===== src/rtl/mmio_responder.sv =====
// I/O-region responder on the cpu memory bus: LED, hex display, tick counter
// and synchronized switches, decoded from mem_cmd/mem_addr when mem_addr[8]=1.
module mmio_responder #(
    parameter int TICK_W      = 16,
    parameter int SYNC_STAGES = 2
) (
    input  logic        clk,
    input  logic        reset,
    input  logic [1:0]  mem_cmd,
    input  logic [8:0]  mem_addr,
    input  logic [15:0] write_data,
    input  logic [7:0]  SW,
    output logic [15:0] read_data,
    output logic        io_hit,
    output logic [7:0]  LEDR,
    output logic [6:0]  HEX0,
    output logic [6:0]  HEX1,
    output logic [6:0]  HEX2,
    output logic [6:0]  HEX3
);

    localparam logic [1:0] CMD_READ  = 2'b10;
    localparam logic [1:0] CMD_WRITE = 2'b11;

    localparam logic [8:0] A_LED    = 9'h100;
    localparam logic [8:0] A_HEX    = 9'h120;
    localparam logic [8:0] A_TICK   = 9'h130;
    localparam logic [8:0] A_SW     = 9'h140;
    localparam logic [8:0] A_STATUS = 9'h141;

    logic [7:0]                  led_q;
    logic [15:0]                 hex_q;
    logic                        hex_valid;
    logic [TICK_W-1:0]           tick_q;
    logic [SYNC_STAGES-1:0][7:0] sync_q;
    logic [7:0]                  sw_sync;
    logic [7:0]                  sw_prev;
    logic                        sw_changed;

    logic is_rd, is_wr;

    assign is_rd   = (mem_cmd == CMD_READ)  && mem_addr[8];
    assign is_wr   = (mem_cmd == CMD_WRITE) && mem_addr[8];
    assign io_hit  = is_rd || is_wr;
    assign sw_sync = sync_q[SYNC_STAGES-1];
    assign LEDR    = led_q;

    always_ff @(posedge clk) begin
        if (reset) begin
            led_q      <= '0;
            hex_q      <= '0;
            hex_valid  <= 1'b0;
            tick_q     <= '0;
            sync_q     <= '0;
            sw_prev    <= '0;
            sw_changed <= 1'b0;
        end else begin
            if (is_wr && mem_addr == A_LED) led_q <= write_data[7:0];
            if (is_wr && mem_addr == A_HEX) begin
                hex_q     <= write_data;
                hex_valid <= 1'b1;
            end
            // a load replaces this cycle's increment rather than adding to it
            if (is_wr && mem_addr == A_TICK) tick_q <= TICK_W'(write_data);
            else                             tick_q <= tick_q + TICK_W'(1);

            sync_q  <= {sync_q[SYNC_STAGES-2:0], SW};
            sw_prev <= sw_sync;
            // a fresh change beats the read-side clear
            if (sw_sync != sw_prev)             sw_changed <= 1'b1;
            else if (is_rd && mem_addr == A_SW) sw_changed <= 1'b0;
        end
    end

    always_comb begin
        read_data = 16'h0000;
        if (is_rd) begin
            case (mem_addr)
                A_LED:    read_data = {8'h00, led_q};
                A_HEX:    read_data = hex_q;
                A_TICK:   read_data = 16'(tick_q);
                A_SW:     read_data = {8'h00, sw_sync};
                A_STATUS: read_data = {14'd0, hex_valid, sw_changed};
                default:  read_data = 16'h0000;
            endcase
        end
    end

    function automatic logic [6:0] seg(input logic [3:0] n);
        case (n)
            4'h0: seg = 7'b1000000;
            4'h1: seg = 7'b1111001;
            4'h2: seg = 7'b0100100;
            4'h3: seg = 7'b0110000;
            4'h4: seg = 7'b0011001;
            4'h5: seg = 7'b0010010;
            4'h6: seg = 7'b0000010;
            4'h7: seg = 7'b1111000;
            4'h8: seg = 7'b0000000;
            4'h9: seg = 7'b0010000;
            4'hA: seg = 7'b0001000;
            4'hB: seg = 7'b0000011;
            4'hC: seg = 7'b1000110;
            4'hD: seg = 7'b0100001;
            4'hE: seg = 7'b0000110;
            default: seg = 7'b0001110;
        endcase
    endfunction

    assign HEX0 = hex_valid ? seg(hex_q[3:0])   : 7'b1111111;
    assign HEX1 = hex_valid ? seg(hex_q[7:4])   : 7'b1111111;
    assign HEX2 = hex_valid ? seg(hex_q[11:8])  : 7'b1111111;
    assign HEX3 = hex_valid ? seg(hex_q[15:12]) : 7'b1111111;

endmodule


===== config.mk =====
export PLATFORM = sky130hd
export DESIGN_NAME = mmio_responder
export DESIGN_NICKNAME = d
export VERILOG_FILES = /design/src/rtl/mmio_responder.sv
export SDC_FILE = /design/constraint.sdc
export NUM_CORES = 1
export LEC_CHECK = 0
export ABC_AREA = 1
export CAP_MARGIN = 20
export CORE_ASPECT_RATIO = 1.4
export CORE_UTILIZATION = 58
export DETAILED_ROUTE_END_ITERATION = 7
export GPL_TIMING_DRIVEN = 1
export PLACE_DENSITY = 0.83
export SYNTH_ARGS = -nofsm -noshare
export SYNTH_HDL_FRONTEND = slang
export SYNTH_SLANG_ARGS = --single-unit

===== constraint.sdc =====
create_clock -name clk -period 4.18 [get_ports clk]
set_input_delay 0.836 -clock clk [delete_from_list [all_inputs] [get_ports clk]]
set_output_delay 0.836 -clock clk [all_outputs]
set_load 0.03 [all_outputs]

* Word level (Yosys, flattened, before mapping)
Memories as Yosys holds them, arrays and structs flattened. A register that Yosys moved wholly into a read port is not among the register bits. Cells that the tools add are included. Widths: inputs -> output; s select.
Word-level totals: register bits after elaboration 66, latch bits 0, bits in writable memories 0, ROM bits 448, bits of input ports 37, output and inout bits 53, word-level logic and storage cells 46, memories 4
Memories:
- (no name shown) | words 16, width 7, rd ports 1, clocked after memory_dff 1, wr ports 0, RTL line 90 | case (n)
- (no name shown) | words 16, width 7, rd ports 1, clocked after memory_dff 1, wr ports 0, RTL line 90
- (no name shown) | words 16, width 7, rd ports 1, clocked after memory_dff 1, wr ports 0, RTL line 90
- (no name shown) | words 16, width 7, rd ports 1, clocked after memory_dff 1, wr ports 0, RTL line 90
Cells by class: add/subtract/negate cells 1, $mul 0, divide/modulo/power cells 0, magnitude comparators 0, equality and inequality tests 8, shift operators 0, multiplexer cells 17, bitwise gates (word level) 0, reduce and logical (&&, ||, !) cells 8
Operators with widths (number):
- $pmux 16 s5 | 1
- $eq 9x9->1 const B | 5
- $mux 16 | 2
- $mux 4 | 8
- $mux 7 | 4
- $add 16x1->16 const B | 1
- $ne 8x8->1 | 1
- $logic_and 1x1->1 | 6
- $eq 2x2->1 const B | 2
- $mux 1 | 2
- $reduce_bool 2->1 | 1
- $logic_or 1x1->1 | 1

* Longest topological paths before layout
word-level depth 5, mapped depth 13, gate-level depth less buffers 12

* Worst setup path after synthesis
OpenSTA, ideal clock, no wires.
path type input -> output, start point input port mem_addr[3], end point output port read_data[14], data arrival time 2235 ps, required time 3344 ps, path slack 1109 ps, stages 8, buffers on the path 1, cells stage by stage nor2_2 nand2_2 nor2_1 nand2_1 nor2_4 buf_2 nand2_1 a21oi_1
Between the ends: longest elaborated chain between the ends 3, elaborated cells on any way between the ends 7, those cells by class eq/ne: 5; mux: 2
Ends and longest elaborated chain:
- start, declared | RTL line 10 | input logic [8:0] mem_addr,
- $eq 9x9->1 | RTL line 78 | case (mem_addr)
- $pmux 16 s5 * | RTL line 78
- $mux 16 * | RTL line 77 | if (is_rd) begin
- end, declared | RTL line 13 | output logic [15:0] read_data,
Mark *: on every way between the ends. The rest lies on a longest branch, timed or not.

* Worst setup path after layout
start point input port mem_addr[8], end point output port read_data[7]
Between the ends: longest elaborated chain between the ends 3, elaborated cells on any way between the ends 8, those cells by class eq/ne: 5; mux: 2; reduce/logical: 1
Ends and longest elaborated chain (RTL line):
- $eq 9x9->1 | 78
- $pmux 16 s5 | 78
- $mux 16 * | 77
Marks and branches as above.

==> results.py <==
metrics = {
    "die": {
        "io_pins": 90,
        "start_util_pct": 59.7,
        "die-width_um": 83.2,
        "core_sq_um": 8980,
        "die-area_sq_um": 9630,
        "rows": 41,
        "die_y_um": 116,
    },
    "clocking": {
        "clock_latency_ns": 0.35,
        "cts.htree.levels": 3,
        "hold_buffers": 0,
        "tritoncts": "yes",
        "cts_buffers": 9,
        "post-cts-setup-buffers": 0,
        "ctsResizeCount": 0,
        "clk_pin_slew_ns": 0.06,
        "clock_path_buffers": 2,
        "cts-root-buf": "clkbuf_16",
        "cts_sinks": 94,
    },
    "cells_and_area": {
        "drive_gt1_share_pct": 13.3,
        "layout.cells.non_filler": 965,
        "syn_to_final_growth_pct": 23.1,
        "n_antenna_cell": 0,
        "nets": 915,
        "nFillCells": 721,
    },
    "synthesis": {
        "syn_inst": 768,
        "syn_area_per_cell_sq_um": 6.97,
        "yosys.area.top_type_share_pct": 35.1,
        "ys.flop_type": "dfxtp_1",
        "yosysSeqAreaShare_pct": 35.1,
        "synth.most_common_cell": "nand2_1",
        "ys_ff_latch": 94,
        "ys_types": 35,
        "synthArstFlopShare_pct": 0,
        "synth_edf_count": 0,
        "ys_warn_count": 0,
        "yosys.area.top_type": "dfxtp_1",
        "syn-num-nets": 830,
        "synthTopCellsByArea": "dfxtp_1 35%, nand2_1 11%, inv_1 8.6%",
        "netlist_area_sq_um": 5360,
        "synth.cells.most_frequent": "163 x nand2_1, 123 x inv_1, 94 x dfxtp_1, 63 x nor2_1, 61 x nand3_1",
    },
    "global_routing": {
        "met3_usage_pct": 4.34,
        "grt_max_degree": 43,
        "grt_pass1_vias": 5022,
        "grt_pass1_wl_um": 23300,
        "grt.busiest_layer": "met2",
        "grt_use_total_pct": 30.3,
        "grt_overflow": 0,
        "met1_usage_pct": 34.2,
        "antenna_found_initial": 0,
        "grt_use_met2_pct": 53.8,
    },
    "worst_setup_path": {
        "crit_path_top_delay_cell": "clkdlybuf4s50_1",
        "ff2ff_path_depth": 6,
        "max_stage_delay_ns": 0.76,
        "worst_setup_path_end_kind": "output port",
        "crit_path_start_kind": "input port",
        "required_ns": 3.34,
        "worstPathArrival_ns": 3.06,
        "r2r_slack_ns": 2.50,
        "reg2reg_from": "tick_q[2]",
        "rr_endpoint": "tick_q[9]",
        "path_max_fanout": 14,
        "critical_path_class": "in -> out",
        "crit_chain": "clkdlybuf4s50_1 -> nand3_2 -> nor2_4 -> nand2_1 -> o22ai_1 -> nor2_1 -> a21oi_1 -> buf_4",
    },
    "route": {
        "viasPerCell": 5.50,
        "drc_errors": 0,
        "wl_um": 14200,
        "dr.pass1.iters": 6,
        "post_drt_wl_per_cell_um": 14.7,
        "drtAntennaViolNets": 0,
        "num_vias": 5311,
        "drt_iter0_drc": 406,
    },
    "sta": {
        "whs_ns": 0.404,
        "skew_ns": 0.00897,
        "worstMarginPinSlew_ns": 0.715,
        "finalMaxSlewViolations": 0,
        "min_period_ns": 3.89,
        "rsz0062_at_grt": "no",
        "clock.fmax_ghz": 0.257,
        "fin_tns_setup_ns": 0,
        "finalHoldViolations": 0,
        "final-setup-viol-count": 0,
        "layout_worst_path_cycle_share_pct": 93.1,
        "relSlewSlack_pct": 52.3,
    },
    "run_status": {
        "status": "finished, final reports clean",
    },
    "placement": {
        "dp_hpwl_um": 10500,
        "portBuffers": 89,
        "gp_congestion": 0.981,
        "dp.cells": 949,
    },
    "worst_hold_path": {
        "hold_end": "sw_sync[0]",
        "holdCritStartpoint": "sync_q[0]",
        "hold_depth": 2,
        "hp-class": "reg -> reg",
    },
    "power": {
        "p_per_area_nw_per_um2": 284,
        "leakage_uw": 0.00308,
        "vdd_drop_max_mv": 0.293,
    },
    "flow_run": {
        "drv_cap": 0,
    },
}
## area by class of cell
type	count	area, sq um	area share, %
clock inverters	6	68.8	1.04
repair buffers	98	918	13.9
multi-input cells	520	2870	43.5
well taps	107	134	2.03
clock buffers	10	239	3.62
flip-flops and latches	94	1880	28.5
inverters	130	488	7.40
## routing by layer
| layer | routed length, um | part of all wire [%] |
|---|---|---|
| met1 | 5470 | 39 |
| met2 | 7110 | 50 |
| met3 | 757 | 5.3 |
| met4 | 823 | 5.8 |
| met5 | 0 | 0 |
## how the worst max path moves through the flow
| stage | to | startpoint |
|---|---|---|
| 6_report | read_data[7] | mem_addr[8] |
| 3_3_place_gp | read_data[0] | mem_addr[8] |
| 2_1_floorplan | read_data[14] | mem_addr[3] |
| 3_5_place_dp | read_data[7] | mem_addr[8] |
| 4_1_cts | read_data[13] | mem_addr[8] |
| 5_1_grt | read_data[8] | mem_addr[8] |
## where the power goes
group	switching [uW]	leakage [uW]	internal [uW]
Sequential	6.85	0.000762	908
Combinational	64.9	0.00217	50.8
Clock	361	0.000149	484
## worst max-delay path, delay by kind of cell
family,cells,cell delay (ns)
and+or+nand+nor,4,0.79
buffers and inverters,2,0.97
AOI/OAI and AO/OA,2,0.45
## cell usage in the layout, fill, tap and decap left out, types with 2 or more instances in the layout
cell type,n
inv_2,7
nand4_1,44
inv_1,122
o21ai_0,24
xor2_1,8
buf_4,25
nand3_1,61
nand2_1,163
a21oi_1,32
nor2_1,63
nor2_2,5
nor2_4,7
dfxtp_1,94
clkbuf_16,9
nand2_2,8
clkdlybuf4s50_1,73
nand2_4,3
o21ai_1,5
nand3_4,3
nor3_1,9
o22ai_1,6
inv_6,2
ha_1,25
xnor2_1,9
a31oi_1,2
nand3_2,7
or2_2,30
## per-stage QoR
stage               total power, uW  area [sq um]  setup slack [ns]  utilization [%]
floorplan                       991          5360              1.11                -
global placement               1050          6290             0.444             70.0
detailed placement             1050          6290             0.325             70.0
CTS                            1880          6600             0.332             73.5
global route                   1930          6600            0.0859             73.5
finish                         1880          6600             0.288             73.5
## logic make-up after synthesis
logic type	after synthesis	share of synthesized area [%]
xor+xnor	17	2.78
simple gates	407	38.0
compound gates	71	6.94
buf+inv	154	11.4
flops	94	35.1
fa+ha+maj	25	5.84
Power figures use the tool's default switching activity.
